<file path="src/rtl/usb_arb_pkg.sv">
// -----------------------------------------------------------------------------
// usb_arb_pkg
// Shared definitions for the USB data FIFO write-port arbiter:
//   WORD_W_DEF   default FIFO word width
//   MAX_SRC      largest supported number of producers (index fits in 3 bits)
//   TAG_HEADER   upper byte of the optional per-packet tag word
//   arb_state_t  arbiter state encoding
//   idx_to_onehot  3-bit source index -> MAX_SRC-wide one-hot vector
// -----------------------------------------------------------------------------
package usb_arb_pkg;

   localparam int         WORD_W_DEF = 16;
   localparam int         MAX_SRC    = 8;
   localparam logic [7:0] TAG_HEADER = 8'hA5;

   typedef enum logic [1:0] {
      ST_IDLE    = 2'd0,
      ST_TAG     = 2'd1,
      ST_GRANT   = 2'd2,
      ST_RELEASE = 2'd3
   } arb_state_t;

   function automatic logic [MAX_SRC-1:0] idx_to_onehot(input logic [2:0] idx);
      return MAX_SRC'(1) << idx;
   endfunction

endpackage

</file>
<file path="src/rtl/rr_priority_picker.sv">
// -----------------------------------------------------------------------------
// rr_priority_picker
// Purely combinational round-robin picker: selects the first asserted request
// at or after the pointer, wrapping around modulo N.
// Ports:
//   req     in   N   request vector
//   ptr     in   3   search start position (must be < N)
//   onehot  out  N   one-hot selection (all zero when no request)
//   idx     out  3   index of the selected request
//   any     out  1   at least one request asserted
// -----------------------------------------------------------------------------
module rr_priority_picker
   import usb_arb_pkg::*;
#(
   parameter int N = 4
) (
   input  logic [N-1:0]               req,
   input  logic [$clog2(MAX_SRC)-1:0] ptr,
   output logic [N-1:0]               onehot,
   output logic [$clog2(MAX_SRC)-1:0] idx,
   output logic                       any
);

   localparam int IDX_W = $clog2(MAX_SRC);

   logic [N-1:0]     upper;
   logic [N-1:0]     sel;
   logic [IDX_W-1:0] enc [0:N];

   genvar gi;

   // Requests at or above the pointer have priority; if there are none the
   // search wraps, which is simply the lowest set bit of the full vector.
   generate
      for (gi = 0; gi < N; gi++) begin : g_upper
         assign upper[gi] = req[gi] & (IDX_W'(gi) >= ptr);
      end
   endgenerate

   assign sel    = (|upper) ? upper : req;
   // Isolate the lowest set bit.
   assign onehot = sel & (~sel + 1'b1);

   // One-hot to binary through an OR chain.
   assign enc[0] = '0;
   generate
      for (gi = 0; gi < N; gi++) begin : g_enc
         assign enc[gi+1] = enc[gi] | (onehot[gi] ? IDX_W'(gi) : '0);
      end
   endgenerate

   assign idx = enc[N];
   assign any = |req;

endmodule

</file>
<file path="src/rtl/usb_data_fifo_arbiter.sv">
// -----------------------------------------------------------------------------
// usb_data_fifo_arbiter
// Shares the single USB data FIFO write port among NUM_SRC producers. Grants
// are packet-atomic (held until the owner drops its request), round-robin fair,
// with per-source back-pressure and an idle-grant watchdog.
//
// Optional feature: define USB_ARB_TAG_EN to prefix each packet with the tag
// word {TAG_HEADER, active_src}; the grant then rises only after the tag has
// been written. Without it the stream is bit-exact source data.
//
// Ports:
//   Clk                   in   1               system clock
//   reset                 in   1               synchronous, active-high
//   src_req               in   NUM_SRC         level request, held for a packet
//   src_wr_en             in   NUM_SRC         write strobes
//   src_din               in   NUM_SRC*WORD_W  write data, source i at [i*WORD_W +: WORD_W]
//   src_grant             out  NUM_SRC         one-hot grant
//   src_full              out  NUM_SRC         FIFO full for the owner, 1 for everyone else
//   usb_data_fifo_wr_en   out  1               FIFO write enable (registered)
//   usb_data_fifo_wr_din  out  WORD_W          FIFO write data (registered)
//   usb_data_fifo_full    in   1               FIFO full
//   active_src            out  3               index of the current owner
//   overflow_flag         out  1               sticky: owner wrote while full
//   timeout_flag          out  1               sticky: watchdog forced a release
//   clear_flags           in   1               clears both sticky flags
// -----------------------------------------------------------------------------
module usb_data_fifo_arbiter
   import usb_arb_pkg::*;
#(
   parameter int NUM_SRC        = 4,
   parameter int WORD_W         = WORD_W_DEF,
   parameter int TIMEOUT_CYCLES = 65535
) (
   input  logic                      Clk,
   input  logic                      reset,
   input  logic [NUM_SRC-1:0]        src_req,
   input  logic [NUM_SRC-1:0]        src_wr_en,
   input  logic [NUM_SRC*WORD_W-1:0] src_din,
   output logic [NUM_SRC-1:0]        src_grant,
   output logic [NUM_SRC-1:0]        src_full,
   output logic                      usb_data_fifo_wr_en,
   output logic [WORD_W-1:0]         usb_data_fifo_wr_din,
   input  logic                      usb_data_fifo_full,
   output logic [2:0]                active_src,
   output logic                      overflow_flag,
   output logic                      timeout_flag,
   input  logic                      clear_flags
);

   localparam int             WD_W   = (TIMEOUT_CYCLES > 1) ? $clog2(TIMEOUT_CYCLES + 1) : 1;
   localparam logic [WD_W-1:0] WD_MAX = WD_W'((TIMEOUT_CYCLES > 0) ? TIMEOUT_CYCLES - 1 : 0);

   arb_state_t          state_reg;
   logic [NUM_SRC-1:0]  grant_reg;
   logic [2:0]          active_reg;
   logic [2:0]          rr_ptr_reg;
   logic                wr_en_reg;
   logic [WORD_W-1:0]   din_reg;
   logic                overflow_reg;
   logic                timeout_reg;
   logic [WD_W-1:0]     wdog_reg;
`ifdef USB_ARB_TAG_EN
   logic                tag_done_reg;
`endif

   logic [2:0]          ptr_next;
   logic [2:0]          pick_ptr;
   logic [NUM_SRC-1:0]  pick_onehot;
   logic [2:0]          pick_idx;
   logic                pick_any;
   logic                granted_wr;
   logic                granted_req;
   logic                wdog_fire;
   logic [WORD_W-1:0]   din_or [0:NUM_SRC];

   genvar gi;

   // Owner's strobe/data selected by the grant vector; non-owners drop out.
   assign din_or[0] = '0;
   generate
      for (gi = 0; gi < NUM_SRC; gi++) begin : g_src
         assign din_or[gi+1] = din_or[gi] |
                               (grant_reg[gi] ? src_din[gi*WORD_W +: WORD_W] : '0);
         assign src_full[gi] = grant_reg[gi] ? usb_data_fifo_full : 1'b1;
      end
   endgenerate

   assign granted_wr  = |(grant_reg & src_wr_en);
   assign granted_req = |(grant_reg & src_req);
   assign wdog_fire   = (TIMEOUT_CYCLES != 0) && !granted_wr && (wdog_reg == WD_MAX);

   assign ptr_next = (active_reg == 3'(NUM_SRC - 1)) ? 3'd0 : active_reg + 3'd1;

   // In RELEASE the picker already searches from the updated pointer so the
   // next owner is granted right after the single dead cycle.
   assign pick_ptr = (state_reg == ST_RELEASE) ? ptr_next : rr_ptr_reg;

   rr_priority_picker #(
      .N (NUM_SRC)
   ) u_picker (
      .req    (src_req),
      .ptr    (pick_ptr),
      .onehot (pick_onehot),
      .idx    (pick_idx),
      .any    (pick_any)
   );

   always_ff @(posedge Clk) begin
      if (reset) begin
         state_reg    <= ST_IDLE;
         grant_reg    <= '0;
         active_reg   <= '0;
         rr_ptr_reg   <= '0;
         wr_en_reg    <= 1'b0;
         din_reg      <= '0;
         overflow_reg <= 1'b0;
         timeout_reg  <= 1'b0;
         wdog_reg     <= '0;
`ifdef USB_ARB_TAG_EN
         tag_done_reg <= 1'b0;
`endif
      end else begin
         wr_en_reg <= 1'b0;

         // Clear first so a set event later in this block wins.
         if (clear_flags) begin
            overflow_reg <= 1'b0;
            timeout_reg  <= 1'b0;
         end

         case (state_reg)
            ST_IDLE, ST_RELEASE: begin
               if (state_reg == ST_RELEASE) begin
                  rr_ptr_reg <= ptr_next;
               end
               if (pick_any) begin
                  active_reg <= pick_idx;
                  wdog_reg   <= '0;
`ifdef USB_ARB_TAG_EN
                  tag_done_reg <= 1'b0;
                  state_reg    <= ST_TAG;
`else
                  grant_reg  <= pick_onehot;
                  state_reg  <= ST_GRANT;
`endif
               end else begin
                  state_reg <= ST_IDLE;
               end
            end

`ifdef USB_ARB_TAG_EN
            ST_TAG: begin
               // Tag goes out first; the grant follows once it is committed.
               if (tag_done_reg) begin
                  grant_reg <= NUM_SRC'(idx_to_onehot(active_reg));
                  state_reg <= ST_GRANT;
               end else if (!usb_data_fifo_full) begin
                  wr_en_reg    <= 1'b1;
                  din_reg      <= WORD_W'({TAG_HEADER, 5'd0, active_reg});
                  tag_done_reg <= 1'b1;
               end
            end
`endif

            ST_GRANT: begin
               if (granted_wr) begin
                  wdog_reg <= '0;
                  if (usb_data_fifo_full) begin
                     overflow_reg <= 1'b1;
                  end else begin
                     wr_en_reg <= 1'b1;
                     din_reg   <= din_or[NUM_SRC];
                  end
               end else if (TIMEOUT_CYCLES != 0) begin
                  wdog_reg <= wdog_reg + 1'b1;
               end

               // A write in the drop cycle is still forwarded above.
               if (!granted_req) begin
                  grant_reg <= '0;
                  state_reg <= ST_RELEASE;
               end else if (wdog_fire) begin
                  grant_reg   <= '0;
                  timeout_reg <= 1'b1;
                  state_reg   <= ST_RELEASE;
               end
            end

            default: begin
               grant_reg <= '0;
               state_reg <= ST_IDLE;
            end
         endcase
      end
   end

   assign src_grant            = grant_reg;
   assign active_src           = active_reg;
   assign usb_data_fifo_wr_en  = wr_en_reg;
   assign usb_data_fifo_wr_din = din_reg;
   assign overflow_flag        = overflow_reg;
   assign timeout_flag         = timeout_reg;

endmodule

</file>
<file path="config.mk">
export PLATFORM = sky130hd
export DESIGN_NAME = usb_data_fifo_arbiter
export DESIGN_NICKNAME = d
export VERILOG_FILES = /design/src/rtl/usb_arb_pkg.sv /design/src/rtl/rr_priority_picker.sv /design/src/rtl/usb_data_fifo_arbiter.sv
export SDC_FILE = /design/constraint.sdc
export NUM_CORES = 1
export LEC_CHECK = 0
export ABC_AREA = 1
export CORE_MARGIN = 2
export CORE_UTILIZATION = 43
export DETAILED_ROUTE_END_ITERATION = 8
export PLACE_DENSITY = 0.88
export SETUP_SLACK_MARGIN = 0.3
export SYNTH_ARGS = -nofsm -noshare
export SYNTH_HDL_FRONTEND = slang
export SYNTH_SLANG_ARGS = --single-unit
export TNS_END_PERCENT = 20
</file>
<file path="constraint.sdc">
create_clock -name Clk -period 1.85 [get_ports Clk]
set_input_delay 0.185 -clock Clk [delete_from_list [all_inputs] [get_ports Clk]]
set_output_delay 0.185 -clock Clk [all_outputs]
set_load 0.01 [all_outputs]
</file>
==> results of run 1 <==
-- timing repair --
item / CTS / global route
resized for setup: 34 / 16
endpoints found under the setup margin: 38 / 45
pin swaps: 3 / 14
hold buffers: 0 / 0
setup buffers: 8 / 3
-- per-layer routing --
metal	track usage, %	up-vias
li1	-	1431
met4	7.97	0
met5	0	-
met1	28.0	1374
met3	5.44	20
met2	41.9	96
-- synthesized netlist by cell type (3+ instances only) --
master / instances
dfxtp_1: 46
buf_4: 5
nand4_1: 7
inv_2: 3
nor3_1: 3
a22o_1: 16
a221oi_1: 16
clkbuf_1: 7
o21ai_0: 30
nand3_1: 9
inv_1: 34
nor2_2: 4
nand2_1: 66
nand2_2: 4
ha_1: 7
nor2_1: 21
a21oi_1: 44
-- worst max-delay path: stages (launching register included) --
cell and delay, ns:
dfxtp_4 0.37, buf_12 0.13, ha_4 0.17, inv_4 0.07
nand2_2 0.06, nand2_2 0.06, nand3_2 0.08, nand2_2 0.10
inv_2 0.05, nand4_1 0.09, nand2_2 0.11, nor2_4 0.14
nand2_1 0.06, a21oi_1 0.14
-- worst paths after layout --
check | from | endpoint | slack, ns
setup / recovery | state_reg[0]$_SDFFE_PP0P_ | active_src[0]$_SDFFE_PP0P_ | 0.14
hold / removal | wdog_reg[9]$_SDFFE_PP0P_ | wdog_reg[9]$_SDFFE_PP0P_ | 0.45
setup reg to reg | state_reg[0]$_SDFFE_PP0P_ | active_src[0]$_SDFFE_PP0P_ | 0.14
hold reg to reg | wdog_reg[9]$_SDFFE_PP0P_ | wdog_reg[9]$_SDFFE_PP0P_ | 0.45
-- kinds of logic (layout without fill, tap and decap cells) --
logic type	after synthesis	in the layout	share of synthesized area (%)
other	1	1	0.147
AND/OR/NAND/NOR	126	126	23.1
buffers and inverters	53	172	8.73
AO/OA/AOI/OAI	114	114	28.5
adder cells (fa/ha/maj)	7	7	3.43
flip-flops	46	46	36.1
-- through the flow --
| stage | utilization (%) | hold WS [ns] |
|---|---|---|
| global placement | 64.0 | 0.429 |
| CTS | 69.5 | 0.451 |
| finish | 70.9 | 0.454 |
| detailed placement | 64.0 | 0.438 |
| floorplan | - | 0.264 |
| global route | 70.9 | 0.479 |
-- area by class of cell --
type                       instances  area share, %
multi-input combinational        248           37.8
timing repair buffer             126           30.1
sequential                        46           22.7
inverter                          38           3.67
tap                               75           2.28
clock buffer                       6           2.00
clock inverter                     2           1.46
-- power groups by stage --
stage	combinational [mW]	clock, mW	sequential [mW]
floorplan	1.09	0	1.24
global placement	1.67	0	1.22
detailed placement	1.71	0	1.23
CTS	1.89	0.928	1.24
global route	2.24	0.970	1.25
finish	2.06	0.918	1.24
==> metrics, run 1 <==
footprint of the multi-input gates 1560 um^2; Fill cells 451; initial antenna violation count 0; Int Power 2.65 mW; met1 wire length 3180 um; Synth async-reset ratio 0%; I/O Pins 106; vias in the first global route 2771; clock buffer depth 2; worst-path maximum fanout 5; Static Leakage 1.61 nW; GRT Residual Overflow 0; hold path cells 2; vias per std cell 5.40; drt first-iter violations 132; DRT antenna net count 0; period utilization 92.5%; #FFs+latches synth 46; switching part of the total power 37.0%; final instance area 4120 um^2; TritonCTS buffer count 5; largest net degree at the start of global routing 33; WL/cell 14.7 um; Fmax achieved 0.584 GHz; crit path kind flop to flop; met2 WL 4130 um; WL final 7960 um; hold crit path type flop to flop; Final setup violation count 0; Max Used Layer met4; clock skew 0.00562 ns; Vias 2921; HPWL Detailed 5740 um; Worst-path clk slew 0.08 ns; TritonCTS clock tree built; placed insts 522; RSZ-0062 raised after global routing true; Sink Count 46; clock power share 21.8%; Chip Width 81.0 um; Post-synth EDFFs 0; DRC violations left 0; register area share after synthesis 36.1%; n_diodes 0; CP Capture Type flop; Mapped Area 2550 um^2; Worst Path Required 2.08 ns; clk root buf clkbuf_8; CP arrival 1.94 ns; R2R cell count 13; row cnt 28; YS warnings 0; pwr dens 1020 nW/um^2; Die Ht 81.0 um; leading area contributor after synthesis dfxtp_1; Synth cell types 35; Synth area leaders dfxtp_1 (36%), nand2_1 (9.7%), a21oi_1 (8.6%); CP startpoint kind flop; Pwr Total 4.22 mW; most used flip-flop cell after synthesis dfxtp_1; Core Area 5820 um^2; Starting Density 43.9%; wire length on met3 430 um; sequential share of power 29.4%; Nets 548; DR pass1 iterations 4; Max Slew Vio Count 0; # port buffers 104; Max-Cap Viols 0; H-tree levels 2; Die ar. 6570 um^2; GRT Total Usage 23.6%; clk_lat worst skew 0.30 ns; Layout area overhead 61.5%; Final Hold Vio Count 0; Post-Syn Instances 347; P_sw 1.56 mW; layout cells sized above 1 18.5%; syn nets 430; post-synth top area share 36.1%; commonest non-fill, non-tap cell in the layout clkdlybuf4s50_1; minimum clock period 1.71 ns; Non-Filler Instances 541; pre-CTS WS 0.0457 ns; Post-Place Cell Area 3720 um^2; outcome complete, no violations; Setup TNS 0 ns; Mean Syn Cell Area 7.36 um^2; highest-count cells in the layout ignoring fill and taps clkdlybuf4s50_1 (102), nand2_1 (57), a21oi_1 (42); global-route wire length before repair 12100 um; final worst slack 0.139 ns; Seq. cell area 936 um^2; worst vdd ir 0.595 mV; Comb power frac 48.8%; GP Congestion 0.823
(Power assumes the default switching activity.)
==> run 2: changes to the inputs <==
--- a/config.mk
+++ b/config.mk
@@ -6,11 +6,13 @@
 export NUM_CORES = 1
 export LEC_CHECK = 0
 export ABC_AREA = 1
-export CORE_MARGIN = 2
+export CORE_ASPECT_RATIO = 1.2
+export CORE_MARGIN = 10
 export CORE_UTILIZATION = 43
 export DETAILED_ROUTE_END_ITERATION = 8
 export PLACE_DENSITY = 0.88
 export SETUP_SLACK_MARGIN = 0.3
+export SLEW_MARGIN = 20
 export SYNTH_ARGS = -nofsm -noshare
 export SYNTH_HDL_FRONTEND = slang
 export SYNTH_SLANG_ARGS = --single-unit
==> metrics, run 2 (synthesized netlist as in run 1, its figures left out) <==
GRT Residual Overflow 0 (unchanged); clock skew 0.00737 ns (was 0.00562 ns); Critical-path top delay cell dfxtp_4 (unchanged); hold endpoint wdog_reg[9]$_SDFFE_PP0P_ (unchanged); Layout area overhead 65.1% (was 61.5%); pwr dens 1040 nW/um^2 (was 1020 nW/um^2); clk_lat worst skew 0.31 ns (was 0.30 ns); Non-Filler Instances 556 (was 541); R2R cell count 10 (was 13); TritonCTS clock tree built (unchanged); CP Capture Type flop (unchanged); row cnt 30 (was 28); GP Congestion 0.848 (was 0.823); outcome complete, no violations (unchanged); # port buffers 104 (unchanged); crit path kind flop to flop (unchanged); pre-CTS WS 0.0713 ns (was 0.0457 ns); Die Ht 104 um (was 81.0 um); initial antenna violation count 0 (unchanged); CP arrival 2.07 ns (was 1.94 ns); clk root buf clkbuf_8 (unchanged); vias per std cell 5.73 (was 5.40); Chip Width 90.3 um (was 81.0 um); I/O Pins 106 (unchanged); Fin Hold WS 0.447 ns (was 0.454 ns); Fill cells 394 (was 451); drt first-iter violations 318 (was 132); largest net degree at the start of global routing 33 (unchanged); final worst slack 0.0275 ns (was 0.139 ns); R2R Path Start state_reg[0]$_SDFFE_PP0P_ (unchanged); Hold Crit Start wdog_reg[9]$_SDFFE_PP0P_ (unchanged); H-tree levels 2 (unchanged); global-route wire length before repair 14000 um (was 12100 um); Worst-path clk slew 0.09 ns (was 0.08 ns); fin util 73.9% (was 70.9%); Fmax achieved 0.549 GHz (was 0.584 GHz); Starting Density 44.7% (was 43.9%); HPWL Detailed 6740 um (was 5740 um); Final Hold Vio Count 0 (unchanged); highest-count cells in the layout ignoring fill and taps clkdlybuf4s50_1 (99), nand2_1 (60), a21oi_1 (43) (was clkdlybuf4s50_1 (102), nand2_1 (57), a21oi_1 (42)); max incr delay on CP 0.38 ns (was 0.37 ns); TritonCTS buffer count 5 (unchanged); CTS Hold Bufs 0 (unchanged); hold path cells 2 (unchanged); layout cells sized above 1 20.2% (was 18.5%); Static Leakage 1.68 nW (was 1.61 nW); commonest non-fill, non-tap cell in the layout clkdlybuf4s50_1 (unchanged); DRC violations left 0 (unchanged); period utilization 98.5% (was 92.5%); DRT antenna net count 0 (unchanged); CP Cell Sequence inv_2 -> ha_4 -> clkinvlp_4 -> o21ai_4 -> buf_4 -> inv_4 -> nor2_2 -> inv_2 -> or2_1 -> a21oi_1 (was buf_12 -> ha_4 -> inv_4 -> nand2_2 -> nand2_2 -> nand3_2 -> nand2_2 -> inv_2 -> nand4_1 -> nand2_2 -> nor2_4 -> nand2_1 -> a21oi_1); DR pass1 iterations 8 (was 4); clock buffer depth 2 (unchanged); Core Area 5710 um^2 (was 5820 um^2); Max Slew Vio Count 0 (unchanged); hold crit path type flop to flop (unchanged); placed insts 527 (was 522); worst-path maximum fanout 5 (unchanged); minimum clock period 1.82 ns (was 1.71 ns); Vias 3186 (was 2921); RSZ-0062 raised after global routing true (unchanged); worst r2r dst wdog_reg[1]$_SDFFE_PP0P_ (was active_src[0]$_SDFFE_PP0P_); R2R setup slack 0.03 ns (was 0.14 ns); Worst path most repeated cell inv_2 (was nand2_2); Sink Count 46 (unchanged); Nets 558 (was 548); worst vdd ir 0.723 mV (was 0.595 mV); vias in the first global route 2923 (was 2771); Final setup violation count 0 (unchanged); WL final 10400 um (was 7960 um); CP startpoint kind flop (unchanged); Max-Cap Viols 0 (unchanged); n_diodes 0 (unchanged); WL/cell 18.8 um (was 14.7 um); Die ar. 9430 um^2 (was 6570 um^2); GRT Total Usage 18.0% (was 23.6%); Worst Path Required 2.09 ns (was 2.08 ns)
[run 2: stage by stage]
step           setup TNS [ns]  area [um^2]  power (mW)
6_report                    0         4220        4.39
3_5_place_dp                0         3730        2.93
5_1_grt              -0.00692         4220        4.59
4_1_cts                     0         3870        3.73
3_3_place_gp                0         3730        2.89
2_1_floorplan               0         2570        2.33
[run 2: worst max-delay path, delay by kind of cell (launching register included)]
| family | cells | cell delay (ns) |
|---|---|---|
| buffers and inverters | 5 | 0.47 |
| AND/OR/NAND/NOR | 2 | 0.39 |
| flip-flops | 1 | 0.38 |
| AO/OA/AOI/OAI | 2 | 0.37 |
| adder cells (fa/ha/maj) | 1 | 0.16 |
[run 2: final cells by class]
cell class	count	area, um^2	area share (%)
inverters	38	159	3.77
clock inverters	2	37.5	0.890
multi-input cells	248	1570	37.2
clock buffers	6	72.6	1.72
repair buffers	136	1330	31.6
well taps	80	100	2.37
flip-flops and latches	46	946	22.4
[run 2: worst max-delay path by stage]
stage / startpoint / to / slack [ns] / cells after the start
finish: state_reg[0]$_SDFFE_PP0P_ / wdog_reg[1]$_SDFFE_PP0P_ / 0.03 / 10
global route: state_reg[0]$_SDFFE_PP0P_ / wdog_reg[1]$_SDFFE_PP0P_ / -0.007 / 10
CTS: state_reg[0]$_SDFFE_PP0P_ / wdog_reg[1]$_SDFFE_PP0P_ / 0.18 / 8
detailed placement: src_req[3] / wdog_reg[2]$_SDFFE_PP0P_ / 0.07 / 10
global placement: src_req[3] / wdog_reg[1]$_SDFFE_PP0P_ / 0.13 / 10
floorplan: state_reg[1]$_SDFFE_PP0P_ / src_grant[3]$_SDFFE_PP0P_ / 0.32 / 11
[run 2: repair_timing]
item | 4_1_cts | 5_1_grt
buffers inserted | 1 | 19
pin swaps | 1 | 23
gates resized for setup | 20 | 46
cloned | 0 | 1
endpoints found under the setup margin | 35 | 42
endpoints found under the hold margin | 0 | 0
[run 2: routing by layer]
layer	vias to the layer above	track usage (%)	wire length, um
met2	187	33.6	5590
li1	1457	-	-
met3	56	5.05	707
met4	0	7.40	547
met1	1486	18.0	3590
met5	-	0	0
[run 2: power by group]
group / total, mW / switching, mW / internal [mW]
clock: 0.780 / 0.376 / 0.404
sequential: 1.27 / 0.141 / 1.13
combinational: 2.34 / 1.21 / 1.13
